### config.mk
export PLATFORM = sky130hd
export DESIGN_NAME = comp_frame_rx_flat
export DESIGN_NICKNAME = d
export VERILOG_FILES = /design/src/rtl/comp_frame_rx_if.sv /design/src/rtl/comp_frame_rx.sv /design/src/flat_wrapper.sv
export SDC_FILE = /design/constraint.sdc
export NUM_CORES = 1
export LEC_CHECK = 0
export BUFFER_PORTS_ARGS = -buffer_cell sky130_fd_sc_hd__buf_2
export CORE_MARGIN = 4
export CORE_UTILIZATION = 56
export DETAILED_ROUTE_END_ITERATION = 6
export GPL_ROUTABILITY_DRIVEN = 0
export PLACE_DENSITY_LB_ADDON = 0.25
export SYNTH_ARGS = -nofsm -noshare
export SYNTH_HDL_FRONTEND = slang
export SYNTH_SLANG_ARGS = --single-unit
### constraint.sdc
create_clock -name seq_clk -period 9.6 [get_ports seq_clk]
set_input_delay 0.96 -clock seq_clk [delete_from_list [all_inputs] [get_ports seq_clk]]
set_output_delay 0.96 -clock seq_clk [all_outputs]
set_load 0.01 [all_outputs]
### src/rtl/comp_frame_rx_if.sv
// comp_frame_rx_if: FWFT read port of the comp_frame_rx output FIFO.
// master = FIFO owner (comp_frame_rx), slave = consumer (e.g. bram_fifo drain).
interface comp_frame_rx_if;
  logic        fifo_read_next;
  logic [31:0] fifo_data_out;
  logic        fifo_empty;

  modport master (input fifo_read_next, output fifo_data_out, output fifo_empty);
  modport slave  (output fifo_read_next, input fifo_data_out, input fifo_empty);
endinterface

### src/rtl/comp_frame_rx.sv
// comp_frame_rx: N_CH-channel comparator frame capture packing tagged words into a FWFT FIFO.
// Define COMP_FRAME_RX_TRAILER_EN to append a timestamp trailer word after each frame.
module comp_frame_rx #(
  parameter int          N_CH       = 4,
  parameter int          FIFO_DEPTH = 16,
  parameter logic [3:0]  IDENTIFIER = 4'b0010
) (
  input  logic            seq_clk,
  input  logic            rst,
  input  logic [4:0]      n_bits,
  input  logic            sen,
  input  logic            cap_en,
  input  logic [N_CH-1:0] comp_in,
  comp_frame_rx_if.master fifo,
  output logic            frame_done,
  output logic            busy,
  output logic [7:0]      lost_count
);
  localparam int AW = $clog2(FIFO_DEPTH);
`ifdef COMP_FRAME_RX_TRAILER_EN
  localparam logic [2:0] LAST_IDX = 3'(N_CH);
`else
  localparam logic [2:0] LAST_IDX = 3'(N_CH - 1);
`endif
  localparam logic [AW:0] DEPTH_W = (AW+1)'(FIFO_DEPTH);

  typedef enum logic [1:0] {IDLE, CAPTURE, EMIT, WAIT_LOW} state_t;
  state_t state, state_nxt;

  logic        sen_q, sen_rise;
  logic [4:0]  len, bit_cnt, cnt_inc, len_clamped;
  logic [19:0] shreg [N_CH];
  logic [2:0]  ch_idx, word_ch;
  logic        partial, part_nxt;
  logic [3:0]  frame_cnt;
  logic        start, shift, emit_word, emit_last;
  logic [19:0] word_data;
  logic [31:0] word;

  logic [31:0] mem [FIFO_DEPTH];
  logic [AW:0] wr_ptr, rd_ptr, occ;
  logic        full, empty, push, pop;

  assign sen_rise    = sen & ~sen_q;
  assign cnt_inc     = bit_cnt + 5'd1;
  assign len_clamped = (n_bits == 5'd0 || n_bits > 5'd20) ? 5'd20 : n_bits;
  assign busy        = (state != IDLE);

  always_ff @(posedge seq_clk) begin
    if (rst) state <= IDLE;
    else     state <= state_nxt;
  end

  always_comb begin
    state_nxt = state;
    start     = 1'b0;
    shift     = 1'b0;
    emit_word = 1'b0;
    emit_last = 1'b0;
    part_nxt  = partial;
    case (state)
      IDLE: begin
        if (sen_rise) begin
          start     = 1'b1;
          state_nxt = CAPTURE;
        end
      end
      CAPTURE: begin
        shift = cap_en;
        // Reaching the programmed length wins over sen dropping in the same cycle.
        if (cap_en && cnt_inc == len) begin
          part_nxt  = 1'b0;
          state_nxt = EMIT;
        end else if (!sen) begin
          part_nxt  = 1'b1;
          state_nxt = EMIT;
        end
      end
      EMIT: begin
        emit_word = 1'b1;
        if (ch_idx == LAST_IDX) begin
          emit_last = 1'b1;
          state_nxt = sen ? WAIT_LOW : IDLE;
        end
      end
      WAIT_LOW: begin
        if (!sen) state_nxt = IDLE;
      end
      default: state_nxt = IDLE;
    endcase
  end

`ifdef COMP_FRAME_RX_TRAILER_EN
  logic [19:0] ts_cnt, ts_lat;

  always_ff @(posedge seq_clk) begin
    if (rst) begin
      ts_cnt <= '0;
      ts_lat <= '0;
    end else begin
      ts_cnt <= ts_cnt + 20'd1;
      if (start) ts_lat <= ts_cnt;
    end
  end
`endif

  always_comb begin
    word_data = '0;
    word_ch   = ch_idx;
    for (int unsigned i = 0; i < N_CH; i++) begin
      if (ch_idx == i[2:0]) word_data = shreg[i];
    end
`ifdef COMP_FRAME_RX_TRAILER_EN
    if (ch_idx == LAST_IDX) begin
      word_data = ts_lat;
      word_ch   = 3'b111;
    end
`endif
  end

  assign word = {IDENTIFIER, word_ch, partial, frame_cnt, word_data};

  always_ff @(posedge seq_clk) begin
    if (rst) begin
      sen_q      <= 1'b0;
      len        <= 5'd20;
      bit_cnt    <= '0;
      ch_idx     <= '0;
      partial    <= 1'b0;
      frame_cnt  <= '0;
      frame_done <= 1'b0;
      lost_count <= '0;
      for (int unsigned i = 0; i < N_CH; i++) shreg[i] <= '0;
    end else begin
      sen_q      <= sen;
      frame_done <= emit_last;
      partial    <= part_nxt;
      if (start) begin
        len     <= len_clamped;
        bit_cnt <= '0;
        ch_idx  <= '0;
        for (int unsigned i = 0; i < N_CH; i++) shreg[i] <= '0;
      end
      if (shift) begin
        bit_cnt <= cnt_inc;
        for (int unsigned i = 0; i < N_CH; i++) shreg[i] <= {shreg[i][18:0], comp_in[i]};
      end
      if (emit_word) ch_idx <= emit_last ? 3'd0 : ch_idx + 3'd1;
      if (emit_last) frame_cnt <= frame_cnt + 4'd1;
      if (emit_word && full && lost_count != 8'hFF) lost_count <= lost_count + 8'd1;
    end
  end

  // Full is judged on the pre-pop occupancy, so a same-cycle pop never rescues a write.
  assign occ   = wr_ptr - rd_ptr;
  assign full  = (occ == DEPTH_W);
  assign empty = (occ == '0);
  assign push  = emit_word & ~full;
  assign pop   = fifo.fifo_read_next & ~empty;

  always_ff @(posedge seq_clk) begin
    if (rst) begin
      wr_ptr <= '0;
      rd_ptr <= '0;
    end else begin
      if (push) wr_ptr <= wr_ptr + 1'b1;
      if (pop)  rd_ptr <= rd_ptr + 1'b1;
    end
  end

  always_ff @(posedge seq_clk) begin
    if (push) mem[wr_ptr[AW-1:0]] <= word;
  end

  assign fifo.fifo_empty    = empty;
  assign fifo.fifo_data_out = empty ? '0 : mem[rd_ptr[AW-1:0]];
endmodule
### src/flat_wrapper.sv
// flat-port wrapper written by rule: the top's interface ports become plain ports
module comp_frame_rx_flat 
#(
  parameter int          N_CH       = 4,
  parameter int          FIFO_DEPTH = 16,
  parameter logic [3:0]  IDENTIFIER = 4'b0010
)
  (seq_clk, rst, n_bits, sen, cap_en, comp_in, frame_done, busy, lost_count, fifo_fifo_read_next, fifo_fifo_data_out, fifo_fifo_empty);
  comp_frame_rx_if fifo_i ();
  input  logic seq_clk;
  input  logic rst;
  input  logic [4:0] n_bits;
  input  logic sen;
  input  logic cap_en;
  input  logic [N_CH-1:0] comp_in;
  output logic frame_done;
  output logic busy;
  output logic [7:0] lost_count;
  input wire logic [$bits(fifo_i.fifo_read_next)-1:0] fifo_fifo_read_next;
  output wire logic [$bits(fifo_i.fifo_data_out)-1:0] fifo_fifo_data_out;
  output wire logic [$bits(fifo_i.fifo_empty)-1:0] fifo_fifo_empty;
  assign fifo_i.fifo_read_next = fifo_fifo_read_next;
  assign fifo_fifo_data_out = fifo_i.fifo_data_out;
  assign fifo_fifo_empty = fifo_i.fifo_empty;
  comp_frame_rx #(.N_CH(N_CH), .FIFO_DEPTH(FIFO_DEPTH), .IDENTIFIER(IDENTIFIER)) u_core (.seq_clk(seq_clk), .rst(rst), .n_bits(n_bits), .sen(sen), .cap_en(cap_en), .comp_in(comp_in), .fifo(fifo_i), .frame_done(frame_done), .busy(busy), .lost_count(lost_count));
endmodule
# Yosys cells after proc, flatten, opt, wreduce, memory -nomap -nowiden
# Memories as Yosys holds them, arrays and structs flattened. A register that Yosys moved wholly into a read port is not among the register bits.
# Index checks and enable logic that the tools add are counted.
totals:
  register_bits: 40
  latchBits: 0
  ramBits: 528
  rom_bits: 0
  in_bits: 14
  memories: 2
classes:
  addsub: 7
  mul: 0
  n_div: 0
  order_cmp: 1
  n_eq_ne: 14
  shifts: 0
  n_mux: 46
  bitwise_logic: 14
  n_reduce_logical: 13
memory_table:
  columns: ["name", "words", "word_bits", "read_ports", "rd_ports_with_merged_regs", "write_ports", "line_no", "text"]
  rows:
  - ["u_core.mem", 16, 28, 1, 1, 1, "comp_frame_rx.sv:40", "logic [31:0] mem [FIFO_DEPTH];"]
  - ["u_core.shreg", 4, 20, 4, 0, 4, "comp_frame_rx.sv:32", "logic [19:0] shreg [N_CH];"]
ops:
  columns: ["cell", "n"]
  rows:
  - ["2-to-1 mux 20 bit", 12]
  - ["2-to-1 mux 32 bit", 1]
  - ["2-to-1 mux 1 bit", 18]
  - ["adder 5 x 1 -> 5 bit (second input constant)", 3]
  - ["2-to-1 mux 5 bit", 3]
  - ["2-to-1 mux 2 bit", 6]
  - ["zero test 5 bit", 2]
  - ["2-to-1 mux 3 bit", 3]
  - ["adder 8 x 1 -> 8 bit (second input constant)", 1]
  - ["2-to-1 mux 4 bit", 2]
  - ["inequality test 8 bit (second input constant)", 1]
  - ["OR 1 bit", 8]
  - ["one-hot mux 2 bit (4 select lines)", 1]
  - ["== test 3 x 2 -> 1 bit (second input constant)", 2]
  - ["inequality test 2 x 1 -> 1 bit (second input constant)", 3]
  - ["nonzero test 2 bit", 3]
  - ["== test 5 bit", 1]
  - ["== test 5 bit (second input constant)", 1]
  - ["greater-than comparator 5 bit (second input constant)", 1]
  - ["subtractor 5 bit", 1]
  - ["adder 4 x 1 -> 4 bit (second input constant)", 1]
  - ["== test 2 bit (second input constant)", 2]
  - ["AND reduction 4 bit", 1]
  - ["adder 3 x 1 -> 3 bit (second input constant)", 1]
  - ["11 further kinds", 17]

# Logic depth before layout (Yosys ltp)
# Gate-level depths: netlist (run 1).
logic_depth:
  ltp_word: 9
  mapped_depth: 8
  ltp_nobuf: 7

# Worst setup path after synthesis (run 1)
# No wires, ideal clock.
synth_timing:
  kind: "flip-flop to flip-flop"
  startpoint: "register u_core.rd_ptr[2]"
  endpoint: "register u_core.wr_ptr[4]"
  setup_time_ns: 0.122
  t_arrival_ns: 3.944
  t_required_ns: 9.478
  setup_slack_ns: 5.534
  stages_incl_launch_ff: 8
  path_buffers: 0
  synth_period_minus_slack_ns: 4.066
  path_cell_list: "dfxtp_1 > inv_1 > ha_1 > a21oi_1 > a211o_1 > nand2_1 > a211oi_1 > mux2_2"
synth_between:
  elab_chain_len: 4
synth_rtl:
  columns: ["element", "line_no", "text"]
  rows:
  - ["start: declaration", "comp_frame_rx.sv:41", "logic [AW:0] wr_ptr, rd_ptr, occ;"]
  - ["start signal: assignment", "comp_frame_rx.sv:167", "if (pop) rd_ptr <= rd_ptr + 1'b1;"]
  - ["subtractor 5 bit", "comp_frame_rx.sv:155", "assign occ = wr_ptr - rd_ptr;"]
  - ["== test 5 bit", "comp_frame_rx.sv:156", "assign full = (occ == DEPTH_W);"]
  - ["NOT 1 bit", "comp_frame_rx.sv:158", "assign push = emit_word & ~full;"]
  - ["bitwise AND 1 bit", "comp_frame_rx.sv:158", null]
  - ["end signal: assignment", "comp_frame_rx.sv:166", "if (push) wr_ptr <= wr_ptr + 1'b1;"]
  - ["end: declaration", "comp_frame_rx.sv:41", null]
# No other way between the ends.
# A chain may end at the register's enable or synchronous reset.

==> flow_summary.toml, run 1 <==
[status]
outcome = "finished clean"

[sta]
fin_worst_skew_ns = 0.0155
fin_ws_ns = 5.01
period_needed_ns = 4.59
rsz0062_at_grt = "no"
timing.slew.headroom_pct = 22.7
hold_viol_final = 0
fin_crit_sh_pct = 47.8
tightest_slew_ns = 1.15
setup_viol = 0
setup_tns_ns = 0
slew_violations = 0
timing.hold.ws_ns = 0.455
fmax_mhz = 218

[synthesis]
syn_area_sq_um = 22900
synth_seq_cells = 572
netlist_instances = 1271
ys_seq_area_share_pct = 72.4
synthFlopType = "edfxtp_1"
avgSynthCellArea_sq_um = 18.0
ys_async_sr_fraction_pct = 0
synth_edf_count = 508
ys_warn_count = 0
ys_types = 51

[die]
rows = 73
die_area_sq_um = 44100
chipHeight_um = 210
core_sq_um = 40000
die_x_um = 210
ios = 57
start_util_pct = 57.1

[drt]
ant_nets = 0
drt_wl_total_um = 46300
wl_per_cell_um = 24.2
drc = 0
via_per_inst = 6.11
vias = 11700
drt-pass1-iter-count = 5
drt_iter0_markers = 1005

[cts]
cts_max_level = 2
cts_tree = "yes"
post-cts-setup-buffer-count = 0
ctsRootBufferMaster = "clkbuf_16"
clockBufferDepth = 3
clk_latency_ns = 0.60
cts_resized = 0
cts_hold_buf = 0
path_clk_slew_ns = 0.06
numCtsBuffers = 56
cts.sinks = 572

[setup_path]
critPathArrivalTime_ns = 3.63
worstPathCellList = "buf_4 -> mux4_2 -> mux4_2 -> nor2b_1 -> buf_2"
cp-start-kind = "flop"
path_delay_family = "flip-flops"
cp_slowest_cell = "dfxtp_4"
cp_max_fo = 61
cp_num_buf_inv = 2
crit_path_end_kind = "output port"
cp.required_ns = 8.64
path_common_cell = "mux4_2"
crit_path_max_incr_delay_ns = 0.96
critical_path_class = "reg2out"

[cells_and_area]
synthToLayoutAreaGrowth_pct = 11.8
diodes = 0
design.final.nets = 1372
drive_above_1_share_pct = 24.3

[pwr]
ir_drop_mv = 0.163
leakage_uw = 0.00842
p_per_area_nw_per_um2 = 223

[grt]
grt_use_total_pct = 21.2
grt_max_degree = 62
antenna_found_initial = 0
grt_pass1_vias = 11800
grt_pass1_wl_um = 71000
overflow = 0

[min_path]
holdCritPathClass = "reg2reg"

[placement]
hpwl_um = 23500
io_buffers = 53
post-place-ws_ns = 5.55

[flow_run]
maxCapViolations = 0
## layer usage
metal,routed length [um],GRT usage (%),vias up
met5,0,0,-
met4,746,4.52,0
met3,3320,3.62,58
met2,22600,34.4,425
met1,19600,31.2,6056
li1,-,-,5154
## power by group
group          leakage (uW)  total (uW)  switching (uW)  internal [uW]
Sequential          0.00528        2790            39.6           2750
Combinational       0.00228         824             432            391
Clock              0.000865        2090             900           1200
## cell families after synthesis
| group | synth area share, % |
|---|---|
| compound gates | 3.60 |
| xor+xnor | 0.564 |
| fa+ha+maj | 0.876 |
| buf+inv | 1.52 |
| flops | 72.4 |
| mux | 14.3 |
| other cells | 0.0164 |
| simple gates | 6.73 |
## final timing paths
path	from	endpoint	slack (ns)	cells past startpoint
max	flop	fifo_fifo_data_out[1]	5.01	5
min	u_core.shreg[2][19]	u_core.shreg[2][19]	0.45	2
max reg2reg	u_core.wr_ptr[0]	u_core.mem[2][16]	5.85	7
min reg2reg	u_core.shreg[2][19]	u_core.shreg[2][19]	0.45	2
## flip-flops by register name, summed over array words and instances, names as in the netlist, 4 cells and up, named ones only
register and flops:
u_core.mem 448, u_core.shreg 80, u_core.lost_count 8, u_core.bit_cnt 5, u_core.len 5, u_core.rd_ptr 5, u_core.wr_ptr 5, u_core.frame_cnt 4
## through the flow
stage               power [uW]  instances  utilization [%]  cell area (sq um)
floorplan                 3420       1273                -              22900
global placement          3670       1809             59.4              23800
detailed placement        3690       1809             59.4              23800
CTS                       5770       1914             63.9              25500
global route              5940       1914             63.9              25500
finish                    5710       1914             63.9              25500
## synth_stat cells, drive strengths merged (17+ instances only)
cell type	instances	area, sq um
mux4	140	3150
a21oi	43	215
and3	17	106
nor2	28	105
dfxtp	64	1280
and2	65	407
edfxtp	508	15300
nand2	92	345
buf	17	81.3
a22oi	21	158
o21ai	49	245
nor2b	42	263
clkbuf	55	206
## final cells by class
cell class | instances | area, sq um
Multi-Input combinational cell | 613 | 6030
Clock inverter | 29 | 198
Fill cell | 2754 | 14500
Clock buffer | 76 | 1570
Timing Repair Buffer | 83 | 490
Tap cell | 525 | 657
Inverter | 16 | 60.1
Sequential cell | 572 | 16500
## layout by cell type, fill, tap and decap left out, drive strengths merged, types with 10 or more instances in the layout
| master | synthesis | final |
|---|---|---|
| dfxtp | 64 | 64 |
| nand2b | 10 | 10 |
| ha | 16 | 16 |
| a21oi | 43 | 43 |
| inv | 16 | 19 |
| edfxtp | 508 | 508 |
| clkinv | 0 | 21 |
| a22oi | 21 | 21 |
| nor2 | 28 | 28 |
| clkbuf | 55 | 76 |
| and2 | 65 | 65 |
| mux4 | 140 | 140 |
| nor2b | 42 | 42 |
| buf | 17 | 83 |
| and3 | 17 | 17 |
| nand2 | 92 | 92 |
| o21ai | 49 | 49 |
## tightest hold or removal path: stages (launching register included)
cell	delay (ns)
dfxtp_1	0.31
nand2_1	0.05
a21oi_1	0.05
(Power assumes the default switching activity.)
==> run 2, diff against run 1 <==
--- a/config.mk
+++ b/config.mk
@@ -5,6 +5,7 @@
 export SDC_FILE = /design/constraint.sdc
 export NUM_CORES = 1
 export LEC_CHECK = 0
+export ABC_AREA = 1
 export BUFFER_PORTS_ARGS = -buffer_cell sky130_fd_sc_hd__buf_2
 export CORE_MARGIN = 4
 export CORE_UTILIZATION = 56
==> constraint.sdc (replaced) <==
create_clock -name seq_clk -period 4.5 [get_ports seq_clk]
set_input_delay 0.45 -clock seq_clk [delete_from_list [all_inputs] [get_ports seq_clk]]
set_output_delay 0.45 -clock seq_clk [all_outputs]
set_load 0.01 [all_outputs]
==> run 2 against run 1 <==
  * Critical path depth is 9 higher
  * Synthesized area rose by 6.5%
  * Critical endpoint is now fifo_fifo_data_out[16]
  * Clock skew up 0.0098 ns
  * Design area grew 5.0%
  * Sequential cell count did not move
  * Synthesized cell count is 64% higher
  * Clock power rose by 100%
  * Largest cell class unchanged
  * Routed wire length is 21% higher
  * Register-to-register slack worse by 4.7 ns
  * Power grew to 2.7 times the previous value
==> flow_summary.toml, run 2 <==
[status]
outcome = "finished clean"

[setup_path]
cp.required_ns = 4.05
cp_max_fo = 32
critPathArrivalTime_ns = 3.06
critical_path_class = "reg2out"
cp-start-kind = "flop"
crit_path_end_kind = "output port"

[drt]
vias = 15600
via_per_inst = 5.64
drc = 0
ant_nets = 0
drt-pass1-iter-count = 5
drt_iter0_markers = 1615
drt_wl_total_um = 55800
wl_per_cell_um = 20.2

[cells_and_area]
final_util_pct = 62.4
synthToLayoutAreaGrowth_pct = 10.3
design.final.nets = 2161
drive_above_1_share_pct = 10.5
layout_common_cells = "508 x edfxtp_1, 250 x inv_1, 230 x nand2_1"
final_common_cell = "edfxtp_1"
largest_register_ff_count = 448

[die]
rows = 76
ios = 57
die_x_um = 216
core_sq_um = 43000
start_util_pct = 56.6
chipHeight_um = 216
die_area_sq_um = 46800

[cts]
cts.sinks = 572
cts_resized = 0
ctsRootBufferMaster = "clkbuf_16"
cts_max_level = 2
clockBufferDepth = 3
numCtsBuffers = 55
post-cts-setup-buffer-count = 0
cts_hold_buf = 0
clk_latency_ns = 0.61
path_clk_slew_ns = 0.06
cts_tree = "yes"

[sta]
setup_viol = 0
fmax_mhz = 285
tightest_slew_ns = 1.33
fin_crit_sh_pct = 77.9
timing.slew.headroom_pct = 11.3
rsz0062_at_grt = "no"
hold_viol_final = 0
period_needed_ns = 3.51
fin_worst_skew_ns = 0.0254
slew_violations = 0
setup_tns_ns = 0

[synthesis]
syn_area_sq_um = 24300
ys_top_cells_by_area = "edfxtp_1 63%, dfxtp_1 5.3%, mux2i_1 4.5%, a21oi_1 4.4%, inv_1 3.9%"
synthFlopType = "edfxtp_1"
synth_commonest_cells = "508 x edfxtp_1, 252 x inv_1, 230 x nand2_1, 214 x a21oi_1, 181 x nor2_1"
synth_top_area_share_pct = 62.7
netlist_instances = 2089
ys_seq_area_share_pct = 68.0
synth_top_area_cell = "edfxtp_1"
ys_types = 42
synth_edf_count = 508
ys_warn_count = 0
avgSynthCellArea_sq_um = 11.6
yosysMostFrequentCell = "edfxtp_1"
ys_async_sr_fraction_pct = 0
synth_seq_cells = 572

[pwr]
combPwrFrac_pct = 28.7
p_sw_share_pct = 33.5
p_int_uw = 10200
ir_drop_mv = 0.586
p_clk_share_pct = 27.6
p_per_area_nw_per_um2 = 575
p_sw_uw = 5170
pwr-share-seq_pct = 43.7
leakage_uw = 0.00988

[grt]
grt_max_degree = 101
overflow = 0
grt_pass1_wl_um = 86200
antenna_found_initial = 0
grt_use_total_pct = 23.8
grt_pass1_vias = 15200

[placement]
hpwl_um = 29800
io_buffers = 53

[flow_run]
maxCapViolations = 0

[min_path]
holdCritPathClass = "in2reg"
run 2: changes by cell type after synthesis, moves of 33 or more:
cell	before	now
mux2i_1	3	110
mux4_2	140	0
and2_1	64	0
a21oi_1	43	214
nor3_1	2	35
nand2_1	92	230
nor2_1	28	181
o21ai_0	49	154
nand3_1	8	59
buf_2	5	44
inv_1	16	252
nor2b_1	42	0
run 2: path summary, 6_finish.rpt:
check | start | to | slack [ns] | cells past startpoint
max reg2reg | u_core.ch_idx[0] | u_core.mem[2][10] | 1.11 | 7
min reg2reg | u_core.rd_ptr[3] | flop | 0.49 | 2
min | n_bits[4] | u_core.len[4] | 0.09 | 3
max | u_core.rd_ptr[1] | fifo_fifo_data_out[16] | 0.99 | 14
run 2: metal layers:
layer	vias to the layer above	share of wire [%]	global-route usage (%)
li1	7358	-	-
met1	7584	43	33.1
met2	550	48	39.5
met3	93	6.5	3.18
met4	0	2.6	7.40
met5	-	0	0
run 2: through the flow:
stage	instance area [sq um]	worst slack, ns	std cells	hold WS [ns]	total power (uW)
after floorplan	24300	0.596	2091	0.460	9820
after global placement	25200	1.28	2659	0.480	11200
after detailed placement	25200	1.20	2659	0.484	11300
final	26800	0.992	2763	0.0917	15400
after CTS	26800	0.995	2762	0.0645	15500
after global routing	26800	0.690	2762	0.0865	16200
run 2: power by group through the flow:
stage          Clock, uW  Sequential, uW  Combinational, uW
4_1_cts             4310            6740               4420
2_1_floorplan          0            6740               3070
3_5_place_dp           0            6850               4400
3_3_place_gp           0            6840               4320
6_report            4260            6750               4420
5_1_grt             4560            6770               4890
run 2: final cells by class:
cell class / instances / area (sq um)
clock inverter: 26 / 150
fill: 3392 / 16200
clock buffer: 77 / 1490
multi-input combinational: 1140 / 6270
antenna: 1 / 2.50
timing repair buffer: 103 / 666
inverter: 259 / 978
tap: 585 / 732
sequential: 572 / 16500
run 2: kinds of logic after synthesis:
family                   Yosys count  share of synthesized area, %
buffers and inverters            379                          6.67
AND/OR/NAND/NOR                  538                          9.21
XOR/XNOR                          13                         0.468
multiplexers                     119                          4.94
adder cells (fa/ha/maj)           16                         0.823
flip-flops                       572                          68.0
AO/OA/AOI/OAI                    451                          9.91
other                              1                        0.0154
run 2: worst max-delay path, stage by stage (launching register included):
cell and delay, ns:
dfxtp_1 0.38, inv_1 0.06, ha_1 0.32, nand2_2 0.09, nand2_2 0.06, nand2_1 0.07, nand2_1 0.05, nand2_1 0.05
nand2_1 0.05, nor2_2 0.38, nand2_1 0.09, buf_4 0.30, inv_1 0.27, a21oi_1 0.08, buf_2 0.16
